$ cat src/rtl/small_calc_if.sv
// Host-side bundle for small_calc: operand/opcode/go requests in, result, done and state out.
interface small_calc_if #(
  parameter int DATA_W = 3,
  parameter int ST_W   = 4
);
  logic              go;
  logic [DATA_W-1:0] in1;
  logic [DATA_W-1:0] in2;
  logic [1:0]        op;
  logic [DATA_W-1:0] out;
  logic              done;
  logic [ST_W-1:0]   cs;

  modport master (output go, in1, in2, op, input  out, done, cs);
  modport slave  (input  go, in1, in2, op, output out, done, cs);
endinterface

$ cat src/rtl/small_calc.sv
// Multi-cycle calculator FSM: captures A, B and opcode, then computes add/sub/and/xor modulo 2^DATA_W.
// Optional CALC_HOLD_DONE_EN makes DONE sticky while go stays high (req/ack handshake).
module small_calc #(
  parameter int DATA_W = 3,
  parameter int ST_W   = 4
) (
  input  logic         clk,
  input  logic         rst,
  small_calc_if.slave  bus
);

  typedef enum logic [3:0] {
    ST_IDLE   = 4'd0,
    ST_LOAD_A = 4'd1,
    ST_LOAD_B = 4'd2,
    ST_DECODE = 4'd3,
    ST_ADD    = 4'd4,
    ST_SUB    = 4'd5,
    ST_AND    = 4'd6,
    ST_XOR    = 4'd7,
    ST_DONE   = 4'd8
  } state_t;

  state_t            r_state;
  state_t            w_next_state;
  logic [DATA_W-1:0] r_a;
  logic [DATA_W-1:0] r_b;
  logic [1:0]        r_opr;
  logic [DATA_W-1:0] r_out;
  logic              r_done;
  logic              w_cap_a;
  logic              w_cap_b;
  logic              w_cap_op;
  logic              w_compute;

  // Arithmetic wraps naturally at DATA_W bits, so carries/borrows are simply dropped.
  function automatic logic [DATA_W-1:0] calc(input logic [1:0] opr,
                                             input logic [DATA_W-1:0] a,
                                             input logic [DATA_W-1:0] b);
    logic [DATA_W-1:0] res;
    case (opr)
      2'b00:   res = a + b;
      2'b01:   res = a - b;
      2'b10:   res = a & b;
      default: res = a ^ b;
    endcase
    return res;
  endfunction

  // Next-state and capture-enable decode.
  always_comb begin
    w_next_state = ST_IDLE;
    w_cap_a      = 1'b0;
    w_cap_b      = 1'b0;
    w_cap_op     = 1'b0;
    w_compute    = 1'b0;
    case (r_state)
      ST_IDLE: begin
        if (bus.go) begin
          w_next_state = ST_LOAD_A;
        end else begin
          w_next_state = ST_IDLE;
        end
      end
      ST_LOAD_A: begin
        w_cap_a      = 1'b1;
        w_next_state = ST_LOAD_B;
      end
      ST_LOAD_B: begin
        w_cap_b      = 1'b1;
        w_next_state = ST_DECODE;
      end
      ST_DECODE: begin
        w_cap_op = 1'b1;
        case (bus.op)
          2'b00:   w_next_state = ST_ADD;
          2'b01:   w_next_state = ST_SUB;
          2'b10:   w_next_state = ST_AND;
          default: w_next_state = ST_XOR;
        endcase
      end
      ST_ADD, ST_SUB, ST_AND, ST_XOR: begin
        w_compute    = 1'b1;
        w_next_state = ST_DONE;
      end
      ST_DONE: begin
`ifdef CALC_HOLD_DONE_EN
        if (bus.go) begin
          w_next_state = ST_DONE;
        end else begin
          w_next_state = ST_IDLE;
        end
`else
        w_next_state = ST_IDLE;
`endif
      end
      default: w_next_state = ST_IDLE;
    endcase
  end

  // State, operand, result and done registers; done is registered off the next state so it tracks cs exactly.
  always_ff @(posedge clk or negedge rst) begin
    if (!rst) begin
      r_state <= ST_IDLE;
      r_a     <= {DATA_W{1'b0}};
      r_b     <= {DATA_W{1'b0}};
      r_opr   <= 2'b00;
      r_out   <= {DATA_W{1'b0}};
      r_done  <= 1'b0;
    end else begin
      r_state <= w_next_state;
      r_done  <= (w_next_state == ST_DONE);
      if (w_cap_a) begin
        r_a <= bus.in1;
      end
      if (w_cap_b) begin
        r_b <= bus.in2;
      end
      if (w_cap_op) begin
        r_opr <= bus.op;
      end
      if (w_compute) begin
        r_out <= calc(r_opr, r_a, r_b);
      end
    end
  end

  assign bus.out  = r_out;
  assign bus.done = r_done;
  assign bus.cs   = ST_W'(r_state);

endmodule

$ cat src/flat_wrapper.sv
// flat-port wrapper written by rule: the top's interface ports become plain ports
module small_calc_flat 
#(
  parameter int DATA_W = 3,
  parameter int ST_W   = 4
)
  (clk, rst, bus_go, bus_in1, bus_in2, bus_op, bus_out, bus_done, bus_cs);
  small_calc_if #(.DATA_W(DATA_W), .ST_W(ST_W)) bus_i ();
  input  logic clk;
  input  logic rst;
  input wire logic [$bits(bus_i.go)-1:0] bus_go;
  input wire logic [$bits(bus_i.in1)-1:0] bus_in1;
  input wire logic [$bits(bus_i.in2)-1:0] bus_in2;
  input wire logic [$bits(bus_i.op)-1:0] bus_op;
  output wire logic [$bits(bus_i.out)-1:0] bus_out;
  output wire logic [$bits(bus_i.done)-1:0] bus_done;
  output wire logic [$bits(bus_i.cs)-1:0] bus_cs;
  assign bus_i.go = bus_go;
  assign bus_i.in1 = bus_in1;
  assign bus_i.in2 = bus_in2;
  assign bus_i.op = bus_op;
  assign bus_out = bus_i.out;
  assign bus_done = bus_i.done;
  assign bus_cs = bus_i.cs;
  small_calc #(.DATA_W(DATA_W), .ST_W(ST_W)) u_core (.clk(clk), .rst(rst), .bus(bus_i));
endmodule
$ cat config.mk
export PLATFORM = sky130hd
export DESIGN_NAME = small_calc_flat
export DESIGN_NICKNAME = d
export VERILOG_FILES = /design/src/rtl/small_calc_if.sv /design/src/rtl/small_calc.sv /design/src/flat_wrapper.sv
export SDC_FILE = /design/constraint.sdc
export NUM_CORES = 1
export LEC_CHECK = 0
export CORE_MARGIN = 2
export CORE_UTILIZATION = 48
export CTS_CLUSTER_DIAMETER = 120
export CTS_CLUSTER_SIZE = 25
export DETAILED_ROUTE_END_ITERATION = 10
export PLACE_DENSITY = 0.86
export SYNTH_ARGS = -nofsm -noshare
export SYNTH_HDL_FRONTEND = slang
export SYNTH_SLANG_ARGS = --single-unit
$ cat constraint.sdc
create_clock -name clk -period 2 [get_ports clk]
set_input_delay 0.5 -clock clk [delete_from_list [all_inputs] [get_ports clk]]
set_output_delay 0.5 -clock clk [all_outputs]
set_load 0.05 [all_outputs]
Yosys cells after proc, flatten, opt, wreduce, memory -nomap -nowiden
Cells that the tools add are included.

cells by class
  bitwise operators = 2
  equality and inequality tests = 12
  add/subtract/negate cells = 2
  muxes and demuxes = 8
  reduce and logical (&&, ||, !) cells = 4

operator list
  operator              number
  $pmux W4 S5           1
  $eq A4 B3 Y1 const B  4
  $pmux W3 S3           1
  $eq A4 B2 Y1 const B  2
  $pmux W2 S3           1
  $mux W1               5
  $eq A2 B1 Y1 const B  2
  $eq A2 B2 Y1 const B  2
  $eq A4 B1 Y1 const B  1
  $eq A4 B4 Y1 const B  1
  $logic_not A2 Y1      2
  $logic_not A4 Y1      1
  $reduce_or A4 Y1      1
  $add A3 B3 Y3         1
  $and A3 B3 Y3         1
  $sub A3 B3 Y3         1
  $xor A3 B3 Y3         1

word-level totals
  output and inout port bits = 8
  word-level logic and storage cells = 34
  input port bits = 11
  bits in registers = 16

Depth between registers and ports, before layout
Gate-level depths: netlist of run 1.

  depth in word-level cells = 4
  depth in mapped cells = 7
  mapped depth without buffers = 7

Worst setup path after synthesis of run 1
OpenSTA, ideal clock, no wires.

  path kind = register to register
  from = register u_core.r_opr[0]
  to = register u_core.r_out[2] (netlist: u_core.bus.out[2])
  path slack = 0.185 ns
  data arrival time = 1.746 ns
  library setup time = 0.069 ns
  path buffers = 1
  stages on the path, launching flop included = 8
  period minus slack after synthesis = 1.815 ns
  data required time = 1.931 ns
  cells stage by stage = dfrtp_1 buf_6 nor2b_1 mux2i_1 fa_1 xnor2_1 a2111o_1 nand3_1

between the ends
  word-level cells in the longest chain between the ends = 2
  elaborated cells between the ends (all ways) = 4
  classes of those cells = eq/ne: 2; mux: 1; reduce/logical: 1

ends and longest elaborated chain
  element                               line               source
  start: declaration                    small_calc.sv:28   logic [1:0] r_opr;
  start signal: assignment              small_calc.sv:120  r_opr <= bus.op;
  $eq A2 B2 Y1 (tied with other cells)  small_calc.sv:41   case (opr)
  $pmux W3 S3 (*)                       small_calc.sv:41
  end signal: assignment                small_calc.sv:108  r_out <= {DATA_W{1'b0}};
  end signal: assignment                small_calc.sv:123  r_out <= calc(r_opr, r_a, r_b);
  end: declaration                      small_calc.sv:29   logic [DATA_W-1:0] r_out;

Every way passes the cells marked *; elsewhere a longest branch is shown, timed or not.
A chain may end at the register's enable or synchronous reset.

Final worst setup path of run 1
  from = register u_core.r_b[1]
  to = register u_core.r_out[2] (netlist: u_core.bus.out[2])

between the ends
  word-level cells in the longest chain between the ends = 2
  elaborated cells between the ends (all ways) = 3
  classes of those cells = add/sub: 2; mux: 1

ends and longest elaborated chain
  element                                                line                                source
  start: declaration                                     small_calc.sv:27                    logic [DATA_W-1:0] r_b;
  start signal: assignment                               small_calc.sv:106                   r_b <= {DATA_W{1'b0}};
  start signal: assignment                               small_calc.sv:117                   r_b <= bus.in2;
  $sub A3 B3 Y3 / $add A3 B3 Y3 (equally long branches)  small_calc.sv:43, small_calc.sv:42
  $pmux W3 S3 (*)                                        small_calc.sv:41

Marks and branches as above.

==> results.yml, run 1 <==
sta:
  min_period_over_period_pct: 97.2
  fmaxAchievable_mhz: 515
  final_max_slew_viol_count: 0
  worst_slew_pin_slew_ps: 491
  period_minus_slack_ps: 1940
  hold_ws_ps: 489
  timing.slew.headroom_pct: 67.1
  setup_viol: 0
  finalHoldViolCount: 0
  fin_skew_ps: 1.85
  tns_ps: 0
drt:
  drt_iter0_drc: 8
  dr_wl_met3_um: 58
  ant_nets: 0
  top_layer_used: "met4"
  drc: 0
  wl_per_cell_um: 13.8
  routed_wl_um: 1700
  viasPerCell: 5.27
  wl_met2_um: 900
  num_vias: 648
  wl_met1_um: 704
  detail_route.first_pass.iterations: 4
clock_network:
  cts_tree: "yes"
  cts_hold_buf: 0
  numCtsBuffers: 3
  path_clk_slew_ps: 100
  cts_root_buffer: "clkbuf_4"
  cts_sinks: 16
  clk_latency_ps: 290
  clock_path_buffers: 2
  cts_max_level: 1
power_and_ir_drop:
  ir_worst_vdd_v: 0.00115
  p_leak_nw: 0.538
  power_density_mw_per_mm2: 1880
die:
  ios: 19
  die_w_um: 46.4
  die_h_um: 46.4
  initial_utilization_pct: 50.6
  dieArea_mm2: 0.00216
  rows: 15
  core_mm2: 0.00171
worst_setup_path:
  arrival_ps: 2180
  reg2reg_slack_ps: 60
  endpoint_kind: "flip-flop"
  cp.required_ps: 2230
  crit_type: "reg2reg"
  worstPathCellList: "inv_1 > ha_1 > mux2i_1 > fa_2 > xnor2_1 > a2111o_1 > nand3_1"
  max_stage_delay_ps: 400
  slowest_stage: "dfrtp_1"
  startpoint: "u_core.r_b[1]"
  critPathLaunchType: "flip-flop"
  cp_max_fo: 3
  timing.rr.start: "u_core.r_b[1]"
  crit_end: "u_core.bus.out[2]"
  reg2reg_depth: 7
  reg2reg_to: "u_core.bus.out[2]"
global_route:
  grt_pass1_wl_um: 2850
  grt_pass1_vias: 646
  antenna_found_initial: 0
  overflow: 0
  grt_max_degree: 17
  grt_use_total_pct: 19.8
worst_hold_path:
  hp-class: "reg2reg"
  worstHoldStart: "u_core.bus.out[1]"
job:
  maxCapViolations: 0
cells_and_area:
  area_growth_pct: 29.7
  final_nets: 116
  post_route_cells_drive_above_1_share_pct: 25.5
  antenna_cells: 0
  fin_cells: 123
  final_area_mm2: 0.00112
  postLayoutCoreUtil_pct: 65.6
yosys:
  async_flop_share_pct: 100
  synth.distinct_cells: 31
  synthTopCellsByArea: "dfrtp_1, ha_1, nor4b_4, mux2i_1, mux2_1"
  synth_cells: 73
  synth_seq_cells: 16
  netlist_area_um2: 865
  synth.top_cell.area_share_pct: 46.3
  synth.avg_cell_area_um2: 11.8
  ys_warn_count: 0
  synth_nets: 90
  synth_top_cell_by_area: "dfrtp_1"
  yosysSeqAreaShare_pct: 46.3
  ys.flop_type: "dfrtp_1"
  synth-edff-count: 0
placed_design:
  place.port_buffers: 18
  dpl_cell_area_mm2: 0.00106
  gp_congestion: 0.776
  place_inst: 116
  post-dp-hpwl_um: 1250
status:
  status: "complete, no violations"
-- cell type report --
cell class / count / area [um^2]
Fill cell: 128 / 587
Multi-Input combinational cell: 47 / 419
Sequential cell: 16 / 400
Timing Repair Buffer: 24 / 208
Clock buffer: 4 / 36.3
Tap cell: 25 / 31.3
Inverter: 7 / 26.3
-- registers in the layout (all words and copies together) (netlist names) --
register,flops
u_core.bus.cs,4
u_core.bus.done,1
u_core.bus.out,3
u_core.r_a,3
u_core.r_b,3
u_core.r_opr,2
-- critical path: cells and delay by family (launching register included) --
family | cells | cell delay [ps]
buffers and inverters | 1 | 80
muxes | 1 | 90
adders and majority gates | 2 | 690
AOI/OAI and AO/OA | 1 | 390
DFF | 1 | 400
xor gates and xnor gates | 1 | 160
and+or+nand+nor | 1 | 70
-- cell families after synthesis --
kind of cell / after synthesis / synth area share, %
AND/OR/NAND/NOR: 20 / 17.1
XOR/XNOR: 1 / 1.01
adder cells (fa/ha/maj): 6 / 9.55
flip-flops: 16 / 46.3
AO/OA/AOI/OAI: 11 / 8.54
buffers and inverters: 10 / 5.50
multiplexers: 9 / 12.0
-- cells in the final DEF (no fill, tap or decap), types with 2 or more instances in the layout --
cell / synthesis / final
buf_4: 0 / 13
clkbuf_4: 0 / 3
clkdlybuf4s50_1: 0 / 11
dfrtp_1: 16 / 16
ha_1: 5 / 5
inv_1: 5 / 5
inv_2: 2 / 2
mux2_1: 3 / 3
mux2_4: 2 / 2
mux2i_1: 4 / 4
nand2_1: 5 / 5
nor2_1: 3 / 3
nor4b_4: 2 / 2
o21ai_0: 2 / 2
o21ai_1: 4 / 4
-- routing by layer --
layer,vias to the layer above,track usage [%]
met3,4,4.71
li1,303,-
met5,-,0
met4,0,10.3
met1,327,23.0
met2,14,33.3
-- how the worst min path moves through the flow --
stage | depth (start not counted) | end | slack [ps]
2_1_floorplan | 0 | u_core.bus.cs[0] | 200
3_3_place_gp | 1 | u_core.bus.out[1] | 460
3_5_place_dp | 1 | u_core.bus.out[1] | 470
4_1_cts | 1 | u_core.bus.out[1] | 500
5_1_grt | 1 | u_core.bus.out[1] | 510
6_report | 1 | u_core.bus.out[1] | 490
-- through the flow --
stage	worst slack, ps	power [mW]
finish	56.5	2.11
global route	-4.92	2.27
CTS	14.1	2.09
detailed placement	54.5	1.84
global placement	141	1.78
floorplan	185	1.53
-- synth_stat cells (2+ instances only) --
library cell and count:
nand2_1 5, o21ai_1 4, inv_2 2, mux2i_1 4
ha_1 5, nor2_1 3, inv_1 5, mux2_4 2
nor4b_4 2, dfrtp_1 16, mux2_1 3, o21ai_0 2
buf_2 2
-- power by group --
part | switching [mW] | internal (mW) | leakage (nW)
registers | 0.178 | 0.482 | 0.199
logic | 0.669 | 0.561 | 0.318
clock network | 0.109 | 0.111 | 0.0210
total | 0.956 | 1.15 | 0.538
-- what timing repair did --
| item | 4_1_cts | 5_1_grt |
|---|---|---|
| setup buffers | 1 | 2 |
| resized for setup | 0 | 1 |
| setup endpoints to repair | 1 | 1 |
Note: power is estimated with default switching activity, not from simulation.
==> run 2: changes to the inputs <==
ABC_AREA = 0   (was default)
SETUP_SLACK_MARGIN = 0.1   (was default)
SLEW_MARGIN = 10   (was default)
==> run 2 against run 1 <==
  * Setup slack improved by 87 ps
  * Core utilization down 0.073 points
  * Clock-buffer cell count unchanged
  * Via count down 3.1%
  * Critical endpoint unchanged
  * Clock power is essentially flat
  * First-iteration DRC count fell by 50%
  * Sequential power hardly changed
  * Die area stayed put
  * Combinational power hardly changed
  * Worst hold slack about the same
==> results.yml, run 2 (synthesized netlist as in run 1, its figures left out) <==
worst_setup_path:
  arrival_ps: 2090
  slowest_stage: "dfrtp_1"
  path_delay_family: "adder cells"
  worstPathCellList: "inv_2 > ha_1 > mux2i_1 > fa_2 > xnor2_2 > a2111o_1 > nand3_1"
  endpoint_kind: "flip-flop"
  critical_path_buf_inv_count: 1
  max_stage_delay_ps: 400
  reg2reg_slack_ps: 140
  critPathLaunchType: "flip-flop"
  crit_type: "reg2reg"
  startpoint: "u_core.r_b[0]"
  cp.required_ps: 2240
  timing.rr.start: "u_core.r_b[0]"
  cp_max_fo: 2
power_and_ir_drop:
  ir_worst_vdd_v: 0.00114
  power_density_mw_per_mm2: 1900
  p_leak_nw: 0.542
clock_network:
  cts_root_buffer: "clkbuf_4"
  cts_sinks: 16
  cts_max_level: 1
  clk_latency_ps: 290
  cts_tree: "yes"
  numCtsBuffers: 3
  clock_path_buffers: 2
  path_clk_slew_ps: 100
cells_and_area:
  regArea_um2: 400
  final_common_cell: "dfrtp_1"
  multiInputGateArea_um2: 427
  antenna_cells: 0
  num-fill-cells: 130
  area_growth_pct: 29.5
  final_area_mm2: 0.00112
  final_cell_mix: "dfrtp_1, buf_4, clkdlybuf4s50_1"
  final_nets: 115
  largest_reg_flops: 4
  post_route_cells_drive_above_1_share_pct: 26.8
die:
  initial_utilization_pct: 50.6
  rows: 15
  die_h_um: 46.4
  ios: 19
  die_w_um: 46.4
  dieArea_mm2: 0.00216
  core_mm2: 0.00171
sta:
  min_period_over_period_pct: 92.8
  timing.slew.headroom_pct: 67.8
  setup_viol: 0
  finalHoldViolCount: 0
  period_minus_slack_ps: 1860
  tns_ps: 0
  worst_slack_ps: 143
  final_max_slew_viol_count: 0
  worst_slew_pin_slew_ps: 486
  grt_setup_unrepaired: "false"
  fin_skew_ps: 6.02
  fmaxAchievable_mhz: 539
worst_hold_path:
  hp-class: "reg2reg"
  worstHoldStart: "u_core.bus.out[1]"
placed_design:
  post-dp-hpwl_um: 1250
  gp_congestion: 0.776
  place.port_buffers: 18
  dpl_cell_area_mm2: 0.00106
  place_ws_ps: 54.5
global_route:
  grtUsageMet2_pct: 33.3
  grt_use_met1_pct: 24.3
  grt.busiest_layer: "met2"
  grt_pass1_wl_um: 2870
  antenna_found_initial: 0
  overflow: 0
  grt_use_total_pct: 19.9
  grt_max_degree: 17
  grt_use_met3_pct: 3.53
  grt_pass1_vias: 638
drt:
  routed_wl_um: 1710
  num_vias: 628
  drt_iter0_drc: 4
  viasPerCell: 5.15
  ant_nets: 0
  drc: 0
  wl_per_cell_um: 14.0
  detail_route.first_pass.iterations: 4
status:
  status: "complete, no violations"
job:
  maxCapViolations: 0
[run 2: changes by cell type in the layout (fill, tap and decap cells not counted), sizes merged]
| cell | delta |
|---|---|
| clkdlybuf4s50 | -1 |
| buf | -1 |
| dlygate4sd2 | +1 |
[run 2: area by class of cell]
class	count	share of cell area [%]
Inverter	7	2.35
Sequential cell	16	35.8
Timing Repair Buffer	23	17.8
Clock buffer	4	3.24
Tap cell	25	2.79
Multi-Input combinational cell	47	38.1
[run 2: worst paths after layout]
path	end	cells past startpoint
hold reg to reg	u_core.bus.out[1]	1
setup reg to reg	u_core.bus.out[2]	7
hold / removal	u_core.bus.out[1]	1
max in group asynchronous	u_core.bus.out[1]	2
setup / recovery	u_core.bus.out[2]	7
min in group asynchronous	u_core.r_opr[0]	2
[run 2: routing by layer]
| layer | vias up | part of all wire [%] | wire length (um) |
|---|---|---|---|
| met2 | 15 | 52 | 898 |
| met5 | - | 0 | 0 |
| met4 | 0 | 2.1 | 36 |
| met1 | 307 | 42 | 717 |
| met3 | 6 | 3.6 | 61 |
| li1 | 300 | - | - |
[run 2: timing repair]
item / CTS / global route
setup endpoints to repair: 2 / 2
setup buffers: 2 / 0
pin swaps: 0 / 2
resized for setup: 3 / 1
cloned: 0 / 0
hold buffers: 0 / 0
[run 2: metrics by stage]
stage          cells  utilization [%]  power [mW]  hold WS, ps
2_1_floorplan     73                -        1.53          204
3_3_place_gp     116             62.1        1.78          463
3_5_place_dp     116             62.1        1.84          474
4_1_cts          122             65.6        2.13          497
5_1_grt          122             65.6        2.27          506
6_report         122             65.6        2.13          489
[run 2: worst reg2reg max path, delay by kind of cell (launching register included)]
family / cells / cell delay (ps)
adder cells (fa/ha/maj): 2 / 660
AND/OR/NAND/NOR: 1 / 70
buffers and inverters: 1 / 60
XOR/XNOR: 1 / 160
multiplexers: 1 / 80
flip-flops: 1 / 400
AO/OA/AOI/OAI: 1 / 380
[run 2: power breakdown]
group / total, mW / internal [mW] / switching, mW
sequential: 0.659 / 0.482 / 0.178
combinational: 1.25 / 0.569 / 0.679
clock: 0.222 / 0.111 / 0.111
